**src/rtl/seq_div_pkg.sv**
```systemverilog
// -----------------------------------------------------------------------------
// seq_div_pkg
// Shared constants for the sequential arithmetic blocks: FSM state encoding
// for the divider and a helper that sizes iteration counters from the operand
// width.
// -----------------------------------------------------------------------------
package seq_div_pkg;

    // Operand width used when a divider is instantiated without overrides.
    localparam int DEFAULT_N_BITS = 15;

    // Divider control states.
    typedef enum logic [1:0] {
        IDLE = 2'd0,
        CALC = 2'd1,
        DONE = 2'd2
    } div_state_e;

    // Width of a down-counter that must hold n_bits-1.
    // The result is at least one bit, so the counter stays legal at n_bits == 1.
    function automatic int cnt_width(input int n_bits);
        return (n_bits > 1) ? $clog2(n_bits) : 1;
    endfunction

endpackage

```
**src/rtl/seq_div_pos_sub.sv**
```systemverilog
// -----------------------------------------------------------------------------
// pos_sub
// Combinational unsigned compare-and-subtract. This is the subtract
// counterpart of pos_add.
//
// Ports
//   x      : minuend   (N bits, unsigned)
//   y      : subtrahend (N bits, unsigned)
//   diff   : x - y modulo 2**N
//   borrow : 1 when x < y. A value of 0 means x >= y and diff is exact.
// -----------------------------------------------------------------------------
module pos_sub #(
    parameter int N = 16
) (
    input  logic [N-1:0] x,
    input  logic [N-1:0] y,
    output logic [N-1:0] diff,
    output logic         borrow
);

    // Both results stay within N bits. No wider carry-out vector is built.
    assign diff   = x - y;
    assign borrow = (x < y);

endmodule

```
**src/rtl/seq_div.sv**
```systemverilog
// -----------------------------------------------------------------------------
// seq_div
// Sequential unsigned restoring divider. The block produces one quotient bit
// per cycle, starting with the dividend MSB. A zero divisor skips the
// iteration. In that case the result is q = all ones, r = a, div_by_zero = 1.
//
// Ports
//   clk          : clock, all state updates on the rising edge
//   rst_n        : synchronous active-low reset
//   in_valid     : operand pair a/b presented
//   in_ready     : high only while idle; acceptance = in_valid && in_ready
//   a, b         : unsigned dividend / divisor (N_BITS)
//   out_valid    : high only while a result is held
//   out_ready    : consumer accepts the held result
//   q, r         : registered quotient / remainder (N_BITS)
//   div_by_zero  : result was produced from b == 0
// -----------------------------------------------------------------------------
module seq_div
    import seq_div_pkg::*;
#(
    parameter int N_BITS = DEFAULT_N_BITS
) (
    input  logic              clk,
    input  logic              rst_n,
    input  logic              in_valid,
    output logic              in_ready,
    input  logic [N_BITS-1:0] a,
    input  logic [N_BITS-1:0] b,
    output logic              out_valid,
    input  logic              out_ready,
    output logic [N_BITS-1:0] q,
    output logic [N_BITS-1:0] r,
    output logic              div_by_zero
);

    localparam int               CNT_W    = cnt_width(N_BITS);
    localparam logic [CNT_W-1:0] CNT_LAST = CNT_W'(N_BITS - 1);

    div_state_e        state;
    div_state_e        state_next;

    logic [N_BITS-1:0] dvd_sh;     // latched dividend, shifted left one bit per step
    logic [N_BITS-1:0] dvs;        // latched divisor
    logic [N_BITS-1:0] quo;        // quotient, built LSB-in
    logic [N_BITS-1:0] rem;        // partial remainder
    logic              dbz;
    logic [CNT_W-1:0]  cnt;        // remaining steps after the current one

    logic [N_BITS:0]   part;       // P = {R, next dividend bit}
    logic [N_BITS:0]   diff;
    logic              borrow;
    logic              diff_msb_unused;

    // -------------------------------------------------------------------------
    // State register
    // -------------------------------------------------------------------------
    // NOTE: reset is sampled on the clock edge only. rst_n is therefore just
    // another synchronous input, and it takes priority over every handshake.
    always_ff @(posedge clk) begin
        if (!rst_n) begin
            state <= IDLE;
        end else begin
            // NOTE: non-blocking assignment, so every flop sees the values from
            // before the edge no matter what order the statements run in.
            state <= state_next;
        end
    end

    // -------------------------------------------------------------------------
    // Next-state logic
    // -------------------------------------------------------------------------
    always_comb begin
        // NOTE: the default is assigned first, so no path leaves state_next
        // unassigned and no latch is inferred.
        state_next = state;
        unique case (state)
            IDLE:    if (in_valid)      state_next = (b == '0) ? DONE : CALC;
            CALC:    if (cnt == '0)     state_next = DONE;
            DONE:    if (out_ready)     state_next = IDLE;
            default:                    state_next = IDLE;
        endcase
    end

    assign in_ready  = (state == IDLE);
    assign out_valid = (state == DONE);

    // -------------------------------------------------------------------------
    // One restoring step: compare P against the divisor and subtract when it fits
    // -------------------------------------------------------------------------
    assign part = {rem, dvd_sh[N_BITS-1]};

    pos_sub #(
        .N (N_BITS + 1)
    ) u_pos_sub (
        .x      (part),
        .y      ({1'b0, dvs}),
        .diff   (diff),
        .borrow (borrow)
    );

    // When there is no borrow, P < 2*b holds. P - b is then below b and fits
    // in N_BITS, so the top diff bit is always zero whenever it is selected.
    assign diff_msb_unused = diff[N_BITS];

    // -------------------------------------------------------------------------
    // Datapath registers. q/r come straight from flops, never from a/b.
    // -------------------------------------------------------------------------
    always_ff @(posedge clk) begin
        if (!rst_n) begin
            dvd_sh <= '0;
            dvs    <= '0;
            quo    <= '0;
            rem    <= '0;
            dbz    <= 1'b0;
            cnt    <= '0;
        end else begin
            unique case (state)
                IDLE: begin
                    if (in_valid) begin
                        dvd_sh <= a;
                        dvs    <= b;
                        if (b == '0) begin
                            quo <= '1;
                            rem <= a;
                            dbz <= 1'b1;
                        end else begin
                            quo <= '0;
                            rem <= '0;
                            dbz <= 1'b0;
                            cnt <= CNT_LAST;
                        end
                    end
                end
                CALC: begin
                    rem    <= borrow ? part[N_BITS-1:0] : diff[N_BITS-1:0];
                    quo    <= (quo << 1) | N_BITS'(!borrow);
                    dvd_sh <= dvd_sh << 1;
                    if (cnt != '0) begin
                        cnt <= cnt - 1'b1;
                    end
                end
                default: begin
                    // DONE: the result holds until the consumer takes it.
                end
            endcase
        end
    end

    assign q           = quo;
    assign r           = rem;
    assign div_by_zero = dbz;

endmodule

```
**config.mk**
```make
export PLATFORM = sky130hd
export DESIGN_NAME = seq_div
export DESIGN_NICKNAME = d
export VERILOG_FILES = /design/src/rtl/seq_div_pkg.sv /design/src/rtl/seq_div_pos_sub.sv /design/src/rtl/seq_div.sv
export SDC_FILE = /design/constraint.sdc
export NUM_CORES = 1
export LEC_CHECK = 0
export ABC_CLOCK_PERIOD_IN_PS = 4900
export CAP_MARGIN = 20
export CORE_MARGIN = 4
export CORE_UTILIZATION = 57
export DETAILED_ROUTE_END_ITERATION = 16
export GPL_TIMING_DRIVEN = 0
export PLACE_DENSITY = 0.86
export SETUP_SLACK_MARGIN = 0.2
export SYNTH_ARGS = -nofsm -noshare
export SYNTH_HDL_FRONTEND = slang
export SYNTH_SLANG_ARGS = --single-unit
```
**constraint.sdc**
```tcl
create_clock -name clk -period 4.9 [get_ports clk]
set_input_delay 0.98 -clock clk [delete_from_list [all_inputs] [get_ports clk]]
set_output_delay 0.98 -clock clk [all_outputs]
set_load 0.005 [all_outputs]
```
* Word-level counts from Yosys, hierarchy flattened
Cells that the tools add are included.
** Storage, ports and cells
- Output and inout port bits :: 33
- Bits of input ports :: 34
- Register bits after elaboration :: 67
- Logic and storage cells :: 47
** Operators by class
- Bitwise gates (word level) :: 1
- Muxes and demuxes :: 19
- Reductions and logical operators :: 10
- Order comparisons :: 1
- Add/sub/neg operators :: 2
- Equality and inequality tests :: 7
** Operator list (number)
- 15-bit 2-to-1 mux :: 6
- 15-bit case mux with 2 select lines :: 3
- 16-bit by 15-bit less-than comparator with 1-bit output :: 1
- 15-bit logical NOT :: 1
- 15-bit by 1-bit OR with 15-bit output :: 1
- 15-bit subtractor :: 1
- 4-bit 2-to-1 mux :: 3
- 2-bit 2-to-1 mux :: 4
- 2-bit inequality test, second input constant :: 4
- 4-bit case mux with 2 select lines :: 1
- 2-bit case mux with 3 select lines :: 1
- 4-bit logical NOT :: 1
- 2-bit AND reduction :: 2
- 4-bit AND reduction :: 1
- 4-bit nonzero test :: 1
- 4-bit by 1-bit subtractor with 4-bit output, second input constant :: 1
- 3-bit AND reduction :: 1
- 2-bit by 1-bit == test with 1-bit output, second input constant :: 1
- 2-bit == test, second input constant :: 1
- 2-bit logical NOT :: 1
- 2-bit by 1-bit inequality test with 1-bit output, second input constant :: 1
- 2-bit nonzero test :: 1
- 1-bit logical NOT :: 1
- 1-bit 2-to-1 mux :: 1

* Logic depth before layout (Yosys ltp)
Gate-level depths: netlist of the first run.
- Depth after elaboration :: 4
- Depth in mapped cells :: 10
- Gate-level depth less buffers :: 9

* By module
A second synthesis of the first run with hierarchy kept.
** Second synthesis, totals
- Cells, all modules :: 498
- Area total of the unflattened synthesis :: 3987.6 µm²
** By module, submodules not included
- seq_div :: cells an instance 370, instances 1, area an instance 3113.0 µm²
- pos_sub :: cells an instance 128, instances 1, area an instance 874.6 µm²

* Worst setup path after synthesis of the first run
Ideal clock, no wire load.
- Kind :: reg-to-reg
- Start :: reg dvd_sh[14]
- End :: reg rem[4] (netlist: r[4])
- Slack :: 2573 ps
- Clock period less this slack :: 2327 ps
- Path buffers :: 1
- Setup time :: 122 ps
- Arrival time :: 2205 ps
- Stages on the path, launching flop included :: 11
- Path through :: dfxtp_1 > inv_1 > ha_1 > fa_1 > nand2b_1 > a21o_1 > a21oi_4 > o21ai_2 > and2_4 > buf_6 > a311o_1
** On the way
- Word-level cells in the longest chain between the ends :: 3
** Ends and longest elaborated chain
- start: declaration :: RTL line seq_div.sv:42 : logic [N_BITS-1:0] dvd_sh;
- start signal: assignment :: RTL line seq_div.sv:137 : dvd_sh <= dvd_sh << 1;
- 15-bit subtractor or 16-bit by 15-bit less-than comparator with 1-bit output (tied branches) :: RTL line seq_div_pos_sub.sv:22, seq_div_pos_sub.sv:23
- 15-bit 2-to-1 mux (*) :: RTL line seq_div.sv:135 : rem <= borrow ? part[N_BITS-1:0] : diff[N_BITS-1:0];
- 15-bit case mux with 2 select lines (*) :: RTL line seq_div.sv:117 : unique case (state)
- end signal: assignment :: RTL line seq_div.sv:135
- end: declaration :: RTL line seq_div.sv:45 : logic [N_BITS-1:0] rem;
Mark *: on every way between the ends. The rest lies on a longest branch, timed or not.
A chain may end at the register's enable or synchronous reset.

* Final worst setup path of the first run
- Start :: in b[0]
- End :: reg rem[9] (netlist: r[9])
** On the way
- Word-level cells in the longest chain between the ends :: 4
** Ends and longest elaborated chain
- start: declaration :: RTL line seq_div.sv:28 : input logic [N_BITS-1:0] b,
- 15-bit logical NOT :: RTL line seq_div.sv:122 : if (b == '0) begin
- 15-bit 2-to-1 mux :: RTL line seq_div.sv:122
- 15-bit 2-to-1 mux :: RTL line seq_div.sv:119 : if (in_valid) begin
- 15-bit case mux with 2 select lines :: RTL line seq_div.sv:117
No other way between the ends. The select of a mux whose other input is x is not followed.

==> summary.md, run 1 <==
| Metric | Value |
|---|---|
| Startpoint types | `input port` |
| Synthesized area | `around 3800 um2` |
| GRT met1 Usage | `a little under two fifths` |
| Fillers | `slightly above 500` |
| Hold EP | `dvs[13]` |
| Syn nets | `~520` |
| Rows | `29` |
| CTS buffer count | `9` |
| Max FO, Critical Path | `10` |
| Reg2Reg Depth | `10` |
| Remaining DRCs | `0` |
| Routed WL per cell | `roughly 17 um` |
| DP Area | `4510 um2` |
| Setup tns final | `0 ps` |
| Fin crit share | `a little under three fifths` |
| Hold Path Class | `reg2reg` |
| Ratio of cells with drive above 1 in the final layout | `around 6.3%` |
| VDD IR-drop max | `0.237 mV` |
| Antenna violations before repair | `0` |
| Tightest Pin Transition | `approximately 660 ps` |
| Final slew viol count | `0` |
| Global-route wire length before repair | `around 17 mm` |
| Die width | `89.1 um` |
| GRT Max-Usage Layer | `met2` |
| Worst Skew | `around 7.1 ps` |
| Vias in the first global route | `between 3,000 and 4,000` |
| Hold Crit Start | `dvs[13]` |
| DR vias/cell | `6.06` |
| PwrDens | `415 nW/um2` |
| Design Area, Final | `about 4700 um2` |
| Final HPWL DP | `~8 mm` |
| Netlist cell types | `between 50 and 60` |
| Placer Congestion | `0.917` |
| All-Layer GR Usage | `27.5%` |
| Ant. Diodes | `0` |
| Inst Count DP | `about 610` |
| WP data required | `approximately 5100 ps` |
| Total number of yosys warnings | `0` |
| First-pass iteration count of the detailed router | `5` |
| Critical R2R Capture | `r[4]` |
| Die ar. | `7940 um2` |
| Pin count of the biggest net entering global routing | `14` |
| Outcome | `finished clean` |
| Met3 Usage GRT | `under 10%` |
| Post-CTS sizing | `0` |
| Post-Syn Area per Cell | `about 8 um2` |
| Mapped Cells | `between 400 and 500` |
| Via count | `~3,800` |
| CTS Buffer Depth | `2` |
| Post-route insts no fill | `630` |
| DRT iter0 DRCs | `311` |
| DIE HEIGHT | `about 89 um` |
| Starting Density | `58.7%` |
| # nets final | `approximately 600` |
| TritonCTS Sinks | `67` |
| Final ANT Viol Nets | `0` |
| Clk slew on worst S/H paths | `approximately 80 ps` |
| Post-CTS Setup Inserts | `0` |
| Met2 Track Usage GR | `44.5%` |
| I/O Pins | `67` |
| Max-cap violations | `0` |
| Sequential share of the synthesized area | `between 30% and 40%` |
| Leakage | `~1.8 nW` |
| Setup CP Type | `in2reg` |
| Final setup viols | `0` |
| Seq cells post-synth | `67` |
| Post-synth EDFFs | `0` |
| Worst Setup End Kind | `register` |
| WHS | `approximately 460 ps` |
| R2R Path Start | `dvd_sh[14]` |
| Fmax | `358 MHz` |
| Flop2flop setup slack | `roughly 2300 ps` |
| Root buf cell | `clkbuf_8` |
| CTS tree | `done` |
| Main synth FF type | `dfxtp_1` |
| Final hold vios | `0` |
| Clk_lat worst skew | `roughly 340 ps` |
| Slew HR | `56.3%` |
| Port Buffers | `66` |
| DRT Wirelength | `10.5 mm` |
| CP Data Arrival Time | `around 3000 ps` |
| Hold path cells | `2` |
| Area delta synth->final | `24.9%` |
| H-Tree Level Count | `3` |
| Core area | `about 6400 um2` |
| GRT Residual Overflow | `0` |
| Period minus WS final | `~2800 ps` |
| Post-CTS Hold Buffers | `0` |
| Ys async rst share | `0%` |
| RSZ-0062 raised after global routing | `no` |
## kinds of logic after synthesis
logic type,count (synthesis),share of synthesized area (%)
and+or+nand+nor,158,19.0
muxes,19,5.07
AOI/OAI and AO/OA,147,26.0
xor gates and xnor gates,10,2.33
adders and majority gates,17,5.87
DFF,67,35.8
buffers and inverters,53,6.00
## stage by stage
stage / worst slack [ps] / total power, W / utilization [%]
6_report: 2100 / 0.00195 / 73.4
5_1_grt: 1940 / 0.00206 / 73.4
4_1_cts: 2140 / 0.00193 / 73.4
3_5_place_dp: 1800 / 0.00152 / 70.6
3_3_place_gp: 1760 / 0.00148 / 70.6
2_1_floorplan: 2570 / 0.00125 / -
## routing by layer
layer / vias to the layer above / part of all wire [%]
met3: 17 / 8.3
met5: - / 0
met1: 1784 / 43
li1: 1839 / -
met4: 0 / 1.9
met2: 176 / 47
## power by group
group / internal [W] / switching [W] / leakage [nW]
Clock: 0.000188 / 0.000228 / 0.0795
Combinational: 0.000365 / 0.000489 / 1.21
Sequential: 0.000612 / 0.0000625 / 0.552
## flip-flops by register name (all words and copies together) (netlist names)
| signal | flops |
|---|---|
| state | 2 |
| dvs | 15 |
| r | 15 |
| q | 15 |
| div_by_zero | 1 |
| cnt | 4 |
| dvd_sh | 15 |
## worst max-delay path, stage by stage
cell and delay (ps):
clkdlybuf4s50_1 420, nor4_1 410, nand4_1 290, o21ai_0 320, nand2_1 170, buf_2 220
a21o_1 170, o311ai_1 60
## worst max-delay path by stage
stage	cells past startpoint	from	end	slack, ps
6_report	8	b[0]	r[9]	2100
5_1_grt	8	b[0]	r[14]	1940
4_1_cts	8	b[0]	r[9]	2140
3_5_place_dp	8	b[0]	r[6]	1800
3_3_place_gp	8	b[0]	r[6]	1760
2_1_floorplan	10	dvd_sh[14]	r[4]	2570
## area by class of cell
| cell class | instances | area (um2) | share of cell area (%) |
|---|---|---|---|
| Multi-Input combinational cell | 351 | 2180 | 46.6 |
| Sequential cell | 67 | 1340 | 28.6 |
| Timing Repair Buffer | 66 | 661 | 14.1 |
| Buffer | 32 | 146 | 3.12 |
| Clock buffer | 10 | 128 | 2.72 |
| Tap cell | 77 | 96.3 | 2.06 |
| Inverter | 21 | 78.8 | 1.68 |
| Clock inverter | 6 | 48.8 | 1.04 |
## synth_stat cells (all sizes together) (9+ instances only)
cell type	n	share of area, %
a21o	9	1.8
nand2	82	8.2
ha	16	5.3
nor2	32	3.3
inv	21	2.1
clkbuf	19	1.9
dfxtp	67	36
mux2i	19	5.1
buf	13	2.0
o21ai	26	3.7
a21oi	53	7.4
a211oi	21	4.3
## layout by cell type (no fill, tap or decap), types with 5 or more instances in the layout
master | Yosys | routed
mux2i_1 | 19 | 19
a21o_1 | 9 | 9
o21ai_0 | 24 | 24
dfxtp_1 | 67 | 67
o31ai_1 | 5 | 5
a311o_1 | 5 | 5
clkbuf_1 | 19 | 20
nand2_1 | 82 | 82
nand2b_1 | 7 | 7
a21oi_1 | 52 | 52
nand4_1 | 6 | 6
buf_2 | 9 | 9
o311ai_1 | 5 | 5
nor3_1 | 7 | 7
clkdlybuf4s50_1 | 0 | 66
ha_1 | 16 | 16
clkbuf_8 | 0 | 9
nor2_1 | 31 | 31
a211oi_1 | 20 | 20
inv_1 | 21 | 21
xor2_1 | 6 | 6
Power figures use the tool's default switching activity.
==> run 2, diff against run 1 <==
- ABC_CLOCK_PERIOD_IN_PS: 4900 -> 2540
- CORE_UTILIZATION: 57 -> 48
- PLACE_DENSITY: 0.86 -> 0.77
- clock period: 4.9 -> 2.54 ns (I/O delays scaled with it)
==> summary.md, run 2 (synthesis gave the netlist of run 1 again) <==
| Metric | Value |
|---|---|
| Outcome | `finished clean` |
| DIE HEIGHT | `96.4 um` |
| Max-cap violations | `0` |
| Antenna violations before repair | `0` |
| Vias in the first global route | `between 3,000 and 4,000` |
| Pin count of the biggest net entering global routing | `13` |
| CTS buffer count | `9` |
| WP data required | `2770 ps` |
| Rows | `31` |
| Fmax | `between 400 and 500 MHz` |
| Tightest Pin Transition | `between 600 and 700 ps` |
| Post-CTS Hold Buffers | `0` |
| Worst Setup End Kind | `register` |
| Final hold vios | `0` |
| DR vias/cell | `between 5 and 6` |
| Final slew viol count | `0` |
| Hold path cells | `2` |
| H-Tree Level Count | `3` |
| Slowest Stage Delay on Critical Path | `between 300 and 400 ps` |
| Core area | `approximately 7400 um2` |
| Fillers | `652` |
| RSZ-0062 raised after global routing | `no` |
| First-pass iteration count of the detailed router | `5` |
| Slew HR | `approximately 58%` |
| Period minus WS final | `between 2000 and 2500 ps` |
| Hold EP | `dvs[3]` |
| Worst Skew | `between 8 and 9 ps` |
| Critical Path, Cell by Cell | `ha_1, a21o_1, a211oi_2, o21a_2, buf_4, a21oi_1, o221a_2` |
| Reg2Reg Depth | `7` |
| Final ANT Viol Nets | `0` |
| R2R Path Start | `r[12]` |
| CTS tree | `done` |
| Port Buffers | `66` |
| Startpoint types | `register` |
| Via count | `about 3,800` |
| Remaining DRCs | `0` |
| Hold Crit Start | `dvs[3]` |
| Flop2flop setup slack | `290 ps` |
| Util after Layout | `approximately 66%` |
| Max FO, Critical Path | `10` |
| Commonest non-fill, non-tap cell in the layout | `nand2_1` |
| Clk_lat worst skew | `roughly 340 ps` |
| CP Data Arrival Time | `about 2500 ps` |
| CP startpoint | `r[12]` |
| Die ar. | `9290 um2` |
| GRT Residual Overflow | `0` |
| Hold Path Class | `reg2reg` |
| Global-route wire length before repair | `between 15 and 20 mm` |
| Fin crit share | `between 80% and 90%` |
| Post-route insts no fill | `about 660` |
| Routed WL per cell | `approximately 17 um` |
| CTS Buffer Depth | `2` |
| WHS | `~460 ps` |
| Ant. Diodes | `0` |
| PwrDens | `842 nW/um2` |
| Most frequent cells in the layout | `82 x nand2_1, 66 x clkdlybuf4s50_1, 64 x dfxtp_1` |
| Die width | `96.4 um` |
| Setup CP Type | `reg2reg` |
| Root buf cell | `clkbuf_8` |
| Total power | `~0.0041 W` |
| Placer Congestion | `about 0.90` |
| I/O Pins | `67` |
| # nets final | `between 600 and 700` |
| Inst Count DP | `636` |
| Final HPWL DP | `around 8.0 mm` |
| Starting Density | `just over 50%` |
| DRT Wirelength | `roughly 11 mm` |
| Area delta synth->final | `30.6%` |
| Critical R2R Capture | `q[0]` |
| Final setup viols | `0` |
| DRT iter0 DRCs | `345` |
| All-Layer GR Usage | `24.0%` |
| Ratio of cells with drive above 1 in the final layout | `between 10% and 20%` |
| VDD IR-drop max | `between 0.4 and 0.5 mV` |
| Leakage | `roughly 1.9 nW` |
| Clk slew on worst S/H paths | `roughly 80 ps` |
| TritonCTS Sinks | `67` |
| Crit path max-delay cell type | `ha_1` |
-- run 2: changes by cell type in the layout (fill, tap and decap cells not counted), moves of 2 or more --
cell        previous run  this run
buf_4                  2         5
buf_6                  1         4
bufinv_16              0         2
clkinvlp_4             3         1
dfxtp_1               67        64
dfxtp_2                0         3
ha_1                  16        14
o311ai_1               5         3
o311ai_2               0         2
-- run 2: layout make-up --
class / instances / area [um2] / share of cell area, %
Multi-Input combinational cell: 351 / 2260 / 46.1
Clock inverter: 5 / 85.1 / 1.74
Tap cell: 99 / 124 / 2.53
Buffer: 32 / 146 / 2.99
Sequential cell: 67 / 1350 / 27.5
Timing Repair Buffer: 72 / 717 / 14.6
Clock buffer: 11 / 141 / 2.89
Inverter: 21 / 78.8 / 1.61
-- run 2: worst max-delay path: cells and delay by family, from the launching register on --
kind                       cells  cell delay (ps)
AOI/OAI and AO/OA              5             1220
adders and majority gates      1              370
buffers and inverters          1              210
DFF                            1              360
-- run 2: timing repair --
item | CTS | global route
setup endpoints to repair | 15 | 36
pin swaps | 11 | 5
gates resized for setup | 12 | 10
buffers inserted | 6 | 0
-- run 2: power breakdown --
group	internal, W	switching [W]	leakage [nW]
Sequential	0.00118	0.000120	0.553
Combinational	0.000819	0.000991	1.25
Clock	0.000585	0.000426	0.110
Total	0.00259	0.00154	1.92
-- run 2: worst max-delay path by stage --
stage,to,slack (ps)
floorplan,r[4],210
global placement,r[4],-30
detailed placement,r[4],-40
CTS,r[8],200
global route,q[0],180
finish,q[0],290
-- run 2: through the flow --
| stage | TNS, ps | area [um2] | setup slack, ps |
|---|---|---|---|
| finish | 0 | 4900 | 285 |
| global route | 0 | 4900 | 183 |
| CTS | 0 | 4860 | 200 |
| detailed placement | -53.1 | 4540 | -35.5 |
| global placement | -26.6 | 4540 | -26.6 |
| floorplan | 0 | 3750 | 213 |
-- run 2: routing by layer --
| layer | vias to the layer above | global-route usage [%] | wire length [um] |
|---|---|---|---|
| li1 | 1852 | - | - |
| met1 | 1763 | 34.0 | 5120 |
| met5 | - | 0 | 0 |
| met2 | 129 | 38.0 | 5030 |
| met4 | 0 | 6.19 | 208 |
| met3 | 18 | 3.95 | 514 |
==> run 3, diff against run 2 <==
- MAX_ROUTING_LAYER: not set -> met4
==> summary.md, run 3 (synthesis gave the netlist of run 1 again) <==
| Metric | Value |
|---|---|
| Outcome | `finished clean` |
| Starting Density | `roughly 51%` |
| Root buf cell | `clkbuf_8` |
| Design Area, Final | `just under 5000 um2` |
| Core area | `between 7000 and 8000 um2` |
| Startpoint types | `register` |
| Clock network fraction of total power | `between 20% and 30%` |
| Pin count of the biggest net entering global routing | `14` |
| Max-cap violations | `0` |
| GRT Residual Overflow | `0` |
| NetSw | `0.00155 W` |
| DRT iter0 DRCs | `around 260` |
| Fillers | `650` |
| Slowest Stage Delay on Critical Path | `360 ps` |
| Clk slew on worst S/H paths | `80 ps` |
| Commonest non-fill, non-tap cell in the layout | `nand2_1` |
| Most frequent cells in the layout | `82 x nand2_1, 66 x clkdlybuf4s50_1, 65 x dfxtp_1` |
| Fin crit share | `just over 90%` |
| Die ar. | `between 9000 and 10,000 um2` |
| Die width | `96.4 um` |
| Setup tns final | `0 ps` |
| Post-CTS Hold Buffers | `0` |
| First-pass iteration count of the detailed router | `5` |
| Antenna violations before repair | `0` |
| Final setup viols | `0` |
| Sequential power share | `between 30% and 40%` |
| CTS Buffer Depth | `2` |
| Final slew viol count | `0` |
| CTS tree | `done` |
| Slew HR | `57.1%` |
| DR vias/cell | `between 5 and 6` |
| Ant. Diodes | `0` |
| Clk_lat worst skew | `roughly 340 ps` |
| Final ANT Viol Nets | `0` |
| Rows | `31` |
| CTS buffer count | `9` |
| # nets final | `between 600 and 700` |
| Routed WL per cell | `~16 um` |
| Tightest Pin Transition | `643 ps` |
| Ratio of cells with drive above 1 in the final layout | `between 10% and 20%` |
| Sum of buffers and inverters on the critical path | `2` |
| I/O Pins | `67` |
| RSZ-0062 raised after global routing | `yes` |
| WHS | `around 460 ps` |
| CP Data Arrival Time | `2540 ps` |
| Setup CP Type | `reg2reg` |
| Hold Path Class | `reg2reg` |
| Period minus WS final | `roughly 2300 ps` |
| Top Family by Delay on Critical Path | `compound AO/OA/AOI/OAI gates` |
| VDD IR-drop max | `~0.42 mV` |
| H-Tree Level Count | `3` |
| Placer Congestion | `0.927` |
| WP depth | `10` |
| DIE HEIGHT | `96.4 um` |
| All-Layer GR Usage | `24.6%` |
| Int Pwr | `approximately 0.0025 W` |
| Combinational group share of total power | `between 40 and 50%` |
| Vias in the first global route | `approximately 3,500` |
| TritonCTS Sinks | `between 60 and 70` |
| Switching Share | `37.9%` |
| Via count | `3,760` |
| Fmax | `roughly 430 MHz` |
| PwrDens | `842 nW/um2` |
| Worst Skew | `around 13 ps` |
| Final hold vios | `0` |
| Final HPWL DP | `roughly 8 mm` |
| Reg2Reg Depth | `10` |
| Crit path max-delay cell type | `dfxtp_2` |
| DRT Wirelength | `around 11 mm` |
| Remaining DRCs | `0` |
| Register area | `between 1000 and 1500 um2` |
| Worst Setup End Kind | `register` |
| Area delta synth->final | `29.7%` |
| Global-route wire length before repair | `17.2 mm` |
| Max FO, Critical Path | `3` |
| Critical Path, Cell by Cell | `inv_2, ha_4, fa_2, nand2b_4, a21o_4, a21oi_4, o21ai_4, and2_4, buf_4, a311o_1` |
| Area of the multi-input gates | `2240 um2` |
| WP data required | `approximately 2800 ps` |
| Hold path cells | `2` |
| Leakage | `between 1.5 and 2 nW` |
| DP Area | `4540 um2` |
| Port Buffers | `66` |
[run 3: changes by cell type in the layout (fill, tap and decap cells not counted), sizes merged]
cell	delta
buf	-1
clkbuf	-2
clkinv	+1
inv	+1
[run 3: path summary, 6_finish.rpt]
path	startpoint	end	slack, ps
worst min-delay path	dvs[14]	dvs[14]	460
worst max register to register	dvd_sh[14]	r[8]	240
worst max-delay path	dvd_sh[14]	r[8]	240
worst min register to register	dvs[14]	dvs[14]	460
[run 3: timing repair]
| action | CTS | global route |
|---|---|---|
| pin swaps | 12 | 5 |
| gates cloned | 0 | 0 |
| resized for setup | 9 | 13 |
| setup buffers | 5 | 0 |
| endpoints found under the setup margin | 15 | 19 |
[run 3: layer usage]
layer | global-route usage, % | vias up | part of all wire [%]
met5 | - | - | 0
met4 | 7.36 | 0 | 1.7
met3 | 4.26 | 18 | 5.2
met2 | 37.6 | 124 | 46
met1 | 33.5 | 1768 | 47
li1 | - | 1850 | -
[run 3: through the flow]
| stage | total power [W] | setup WS, ps | instances | util, % |
|---|---|---|---|---|
| global placement | 0.00290 | -31.6 | 636 | 61.2 |
| detailed placement | 0.00292 | -56.0 | 636 | 61.2 |
| finish | 0.00410 | 237 | 657 | 65.7 |
| CTS | 0.00404 | 177 | 657 | 65.3 |
| global route | 0.00435 | 160 | 657 | 65.7 |
| floorplan | 0.00240 | 213 | 471 | - |
[run 3: power groups by stage]
stage,clock network (W),logic (W),registers (W)
after floorplan,0,0.00111,0.00129
after global placement,0,0.00158,0.00132
after detailed placement,0,0.00160,0.00132
after CTS,0.00102,0.00172,0.00130
after global routing,0.00108,0.00195,0.00132
final,0.00101,0.00178,0.00130
[run 3: cell type report]
cell class	instances	share of cell area (%)
timing repair buffer	71	14.4
clock buffer	9	2.55
inverter	21	1.62
buffer	32	3.09
tap	99	2.55
sequential	67	27.6
clock inverter	7	2.03
multi-input combinational	351	46.1
[run 3: worst reg2reg max path: stages, from the launching register on]
cell      delay (ps)
dfxtp_2          360
inv_2             50
ha_4             150
fa_2             350
nand2b_4         160
a21o_4           240
a21oi_4          160
o21ai_4           90
and2_4           160
buf_4            140
a311o_1          330
